--- config.mk ---
export PLATFORM = sky130hd
export DESIGN_NAME = alu_issue_stage
export DESIGN_NICKNAME = d
export VERILOG_FILES = /design/src/rtl/alu_issue_stage.sv
export SDC_FILE = /design/constraint.sdc
export NUM_CORES = 1
export LEC_CHECK = 0
export ABC_AREA = 1
export CORE_MARGIN = 10
export CORE_UTILIZATION = 48
export DETAILED_ROUTE_END_ITERATION = 8
export PLACE_DENSITY = 0.76
export SLEW_MARGIN = 20
export SYNTH_ARGS = -nofsm -noshare
export SYNTH_HDL_FRONTEND = slang
export SYNTH_SLANG_ARGS = --single-unit
export TNS_END_PERCENT = 5
--- constraint.sdc ---
create_clock -name clk -period 1.9 [get_ports clk]
set_input_delay 0.285 -clock clk [delete_from_list [all_inputs] [get_ports clk]]
set_output_delay 0.285 -clock clk [all_outputs]
set_load 0.02 [all_outputs]
--- src/rtl/alu_issue_stage.sv ---
// Command FIFO feeding an external combinational 8-bit ALU, with a registered
// result slot on its own valid/ready handshake and a completed-transfer counter.
module alu_issue_stage #(
    parameter int DEPTH = 4,
    parameter int CNT_W = 16
) (
    input  logic             clk,
    input  logic             rst_n,
    input  logic             in_valid,
    output logic             in_ready,
    input  logic [7:0]       in_a,
    input  logic [7:0]       in_b,
    input  logic [2:0]       in_op,
    output logic [7:0]       alu_a,
    output logic [7:0]       alu_b,
    output logic [2:0]       alu_op,
    input  logic [7:0]       alu_result,
    output logic             out_valid,
    input  logic             out_ready,
    output logic [7:0]       out_result,
    output logic [2:0]       out_op,
    output logic             out_err,
    output logic [CNT_W-1:0] done_cnt
);
    // Handshakes: a transfer happens on a rising edge where valid and ready are
    // both high; valid never depends on ready, and in_ready never on out_ready.
    localparam int PTR_W = $clog2(DEPTH);
    localparam logic [PTR_W:0] FULL_CNT = (PTR_W+1)'(DEPTH);

    logic [7:0]       a_mem_q  [DEPTH];
    logic [7:0]       b_mem_q  [DEPTH];
    logic [2:0]       op_mem_q [DEPTH];
    logic [PTR_W-1:0] wr_ptr_q, wr_ptr_d;
    logic [PTR_W-1:0] rd_ptr_q, rd_ptr_d;
    logic [PTR_W:0]   count_q, count_d;
    logic             out_valid_q, out_valid_d;
    logic [7:0]       out_result_q, out_result_d;
    logic [2:0]       out_op_q, out_op_d;
    logic             out_err_q, out_err_d;
    logic [CNT_W-1:0] done_cnt_q, done_cnt_d;
    logic             empty, push, pop, out_hs;

    assign empty    = (count_q == '0);
    assign in_ready = rst_n & (count_q < FULL_CNT);
    assign push     = in_valid & in_ready;
    assign pop      = !empty & (!out_valid_q | out_ready);
    assign out_hs   = out_valid_q & out_ready;

    assign alu_a  = empty ? 8'h00 : a_mem_q[rd_ptr_q];
    assign alu_b  = empty ? 8'h00 : b_mem_q[rd_ptr_q];
    assign alu_op = empty ? 3'd0  : op_mem_q[rd_ptr_q];

    assign out_valid  = out_valid_q;
    assign out_result = out_result_q;
    assign out_op     = out_op_q;
    assign out_err    = out_err_q;
    assign done_cnt   = done_cnt_q;

    always_comb begin
        wr_ptr_d     = wr_ptr_q;
        rd_ptr_d     = rd_ptr_q;
        count_d      = count_q;
        out_valid_d  = out_valid_q;
        out_result_d = out_result_q;
        out_op_d     = out_op_q;
        out_err_d    = out_err_q;
        done_cnt_d   = done_cnt_q;

        if (push) wr_ptr_d = wr_ptr_q + PTR_W'(1);
        if (pop)  rd_ptr_d = rd_ptr_q + PTR_W'(1);

        case ({push, pop})
            2'b10:   count_d = count_q + (PTR_W+1)'(1);
            2'b01:   count_d = count_q - (PTR_W+1)'(1);
            default: count_d = count_q;
        endcase

        // A pop refills the slot in the same edge the old result leaves it.
        if (pop) begin
            out_valid_d  = 1'b1;
            out_result_d = alu_result;
            out_op_d     = alu_op;
            out_err_d    = (alu_op >= 3'd5);
        end else if (out_hs) begin
            out_valid_d  = 1'b0;
        end

        if (out_hs) done_cnt_d = done_cnt_q + CNT_W'(1);
    end

    always_ff @(posedge clk) begin
        if (!rst_n) begin
            wr_ptr_q     <= '0;
            rd_ptr_q     <= '0;
            count_q      <= '0;
            out_valid_q  <= 1'b0;
            out_result_q <= 8'h00;
            out_op_q     <= 3'd0;
            out_err_q    <= 1'b0;
            done_cnt_q   <= '0;
        end else begin
            wr_ptr_q     <= wr_ptr_d;
            rd_ptr_q     <= rd_ptr_d;
            count_q      <= count_d;
            out_valid_q  <= out_valid_d;
            out_result_q <= out_result_d;
            out_op_q     <= out_op_d;
            out_err_q    <= out_err_d;
            done_cnt_q   <= done_cnt_d;
        end
    end

    always_ff @(posedge clk) begin
        if (push) begin
            a_mem_q[wr_ptr_q]  <= in_a;
            b_mem_q[wr_ptr_q]  <= in_b;
            op_mem_q[wr_ptr_q] <= in_op;
        end
    end
endmodule

==> results by group <==
CTS
  – Root Driver: clkbuf_8
  – Reg clk slew, reported paths: approximately 0.060 ns
  – H-tree depth: 4
  – Clock sink total: ~110
  – CTS buffer count: 17
  – Hold buffer count at CTS: 0
  – Post-CTS setup buffers: 0
  – Clk buf depth: 2
  – Clock Latency Late Sink: about 0.5 ns
  – TritonCTS clock tree: done

Cells and area
  – Leading cell type in the layout, fill and taps excluded: nor2_1
  – Most frequent cells in the layout: 109 x nor2_1, 76 x edfxtp_1, 53 x nand2_1, 53 x clkdlybuf4s50_1, 50 x buf_4
  – Nets: roughly 630
  – Final Util: 67.6%
  – Cell Count, Final, Fillers Out: around 730
  – Design area: approximately 6500 um^2
  – Ratio of cells with drive above 1 in the final layout: 20.0%
  – Antenna Cells: 0
  – Area Overhead vs Synth: 37.8%
  – Fillers: roughly 680

Global route
  – Tot GR Track Use: 15.4%
  – Gr ovfl total: 0
  – Vias in the first global route: between 3000 and 4000
  – Initial antenna violation count: 0
  – First-pass GRT wire length: approximately 18 mm
  – Largest net degree at the start of global routing: 28

Place
  – PortBufs: 79
  – Placed cell count: roughly 700
  – Placed wire-length estimate: about 7.4 mm
  – Placement Cell Area: a little under 6000 um^2
  – Routability Congestion: between 0.7 and 0.8

Power and ir drop
  – Total power divided by cell area: approximately 1400 nW/um^2
  – Worst vdd ir: around 0.69 mV
  – Total Power: about 9.4 mW
  – LEAKAGE: 2.64 nW

STA
  – Final Hold Fails: 0
  – Final WS setup: -0.0735 ns
  – TNS Setup: -0.207 ns
  – Fin. max-slew vios: 0
  – Slew margin rel.: between 70% and 80%
  – Layout Skew: between 0.008 and 0.009 ns
  – Slew @ Worst Pin: 0.374 ns
  – RSZ-0062 raised after global routing: true
  – Final worst path period share: 104%
  – # setup viols final: 7
  – Max Fclk: 0.507 GHz
  – Minimum clock period: about 2 ns

Floorplan
  – Num ports: 80
  – Initial Util: 49.0%
  – Die Span X: approximately 120 um
  – Die ar.: 14300 um^2
  – CORE AREA: just under 10000 um^2
  – Die H: between 100 and 150 um
  – Num rows: 36

Critical path
  – CP top delay family: flip-flops
  – Crit path top cell by count: nor2_1
  – Max incr delay on CP: ~0.43 ns
  – Crit-path cells: buf_6 > nor2_1 > nor2_1 > o21ai_0 > a21oi_1 > buf_4
  – Stages on worst setup path: 6
  – Crit start category: flip-flop
  – CP max stage cell: dfxtp_4
  – CP bufs+invs: 2
  – WP data required: 1.62 ns
  – Worst-path maximum fanout: 8
  – Critical Path AT: roughly 1.7 ns
  – CP Class: flip-flop to primary output
  – Worst r2r path cells: 12
  – Critical Path End Type: primary output

Routing
  – Drt pass-1 iters: 4
  – DRC violations left: 0
  – Vias per cell: approximately 5
  – Vias: between 3000 and 4000
  – WL final: approximately 11 mm
  – Initial DRC count: between 300 and 400
  – Wire per inst: approximately 15 um
  – Detail Route Antenna Nets: 0

Worst hold path
  – Hold path depth: 1
  – Kind of path behind the tightest hold check: primary input to flip-flop

Synthesis
  – Synthesized area: 4750 um^2
  – Yosys warns: 0
  – Synthesized Nets: 509
  – Yosys cell types: 28
  – Mapped Cells: around 470
  – Post-synthesis sequential area ratio: between 60% and 70%
  – Post-Syn Area per Cell: 10.1 um^2
  – Synthesized flop and latch total: around 110

Run status
  – Failing checks: setup timing
  – Status: finished with violations

Flow run
  – Max-cap check violation count: 0
layout make-up:
cell class	count	area [um^2]	area share (%)
inverter	44	170	2.60
timing repair buffer	115	1080	16.6
clock inverter	15	204	3.12
clock buffer	17	414	6.33
tap	133	166	2.54
multi-input combinational	296	1460	22.3
sequential	114	3050	46.6
final timing paths:
check	start	endpoint	slack [ns]
max reg2reg	count_q[1]	count_q[2]	0
max	flip-flop	alu_b[6]	-0.07
min	in_b[0]	b_mem_q[3][0]	0.42
min reg2reg	out_op[0]	out_op[0]	0.47
stage by stage:
step                setup slack [ns]  hold WS, ns
floorplan                     -0.227        0.384
global placement              -0.214        0.453
detailed placement            -0.252        0.460
CTS                           -0.146        0.396
global route                  -0.160        0.407
finish                       -0.0735        0.415
logic make-up after synthesis:
group / share of synthesized area (%)
DFF: 64.1
and+or+nand+nor: 18.6
AOI/OAI and AO/OA: 9.17
buffers and inverters: 5.74
adders and majority gates: 2.00
xor gates and xnor gates: 0.369
cell usage after synthesis, drive strengths merged:
cell type / n / area share, %
clkbuf: 4 / 0.32
xor2: 2 / 0.37
nand4: 1 / 0.13
nand3: 17 / 2.4
edfxtp: 76 / 48
ha: 6 / 1.6
nand2: 58 / 5.1
fa: 1 / 0.42
a21oi: 33 / 3.5
nor2: 121 / 11
dfxtp: 38 / 16
buf: 13 / 1.9
inv: 44 / 3.5
nor3: 3 / 0.42
o21ai: 54 / 5.7
worst reg2reg max path: stages, from the launching register on:
cell     delay (ns)
dfxtp_1        0.33
inv_1          0.09
nand3_4        0.11
buf_4          0.15
nand2_4        0.05
inv_2          0.05
ha_1           0.13
inv_1          0.06
fa_1           0.38
a21oi_1        0.14
o21ai_0        0.11
xor2_1         0.14
nor2_1         0.05
report_power, final:
group	internal [mW]	switching, mW
registers	2.90	0.150
logic	1.29	1.80
clock network	2.14	1.13
sequential cells by signal, summed over array words and instances, names as in the netlist, 3 cells and up, named ones only:
name	cells
a_mem_q	32
b_mem_q	32
done_cnt	16
op_mem_q	12
out_result	8
count_q	3
out_op	3
per-layer routing:
layer	track usage, %	share of wire, %	vias up
li1	-	-	1801
met1	17.1	40	1719
met2	26.8	54	97
met3	5.29	5.3	8
met4	5.43	0.88	0
met5	0	0	-
what timing repair did:
action | in CTS | in global routing
cloned | 0 | 1
pin swaps | 4 | 6
endpoints found under the setup margin | 20 | 27
resized for setup | 84 | 44
(Power assumes the default switching activity.)
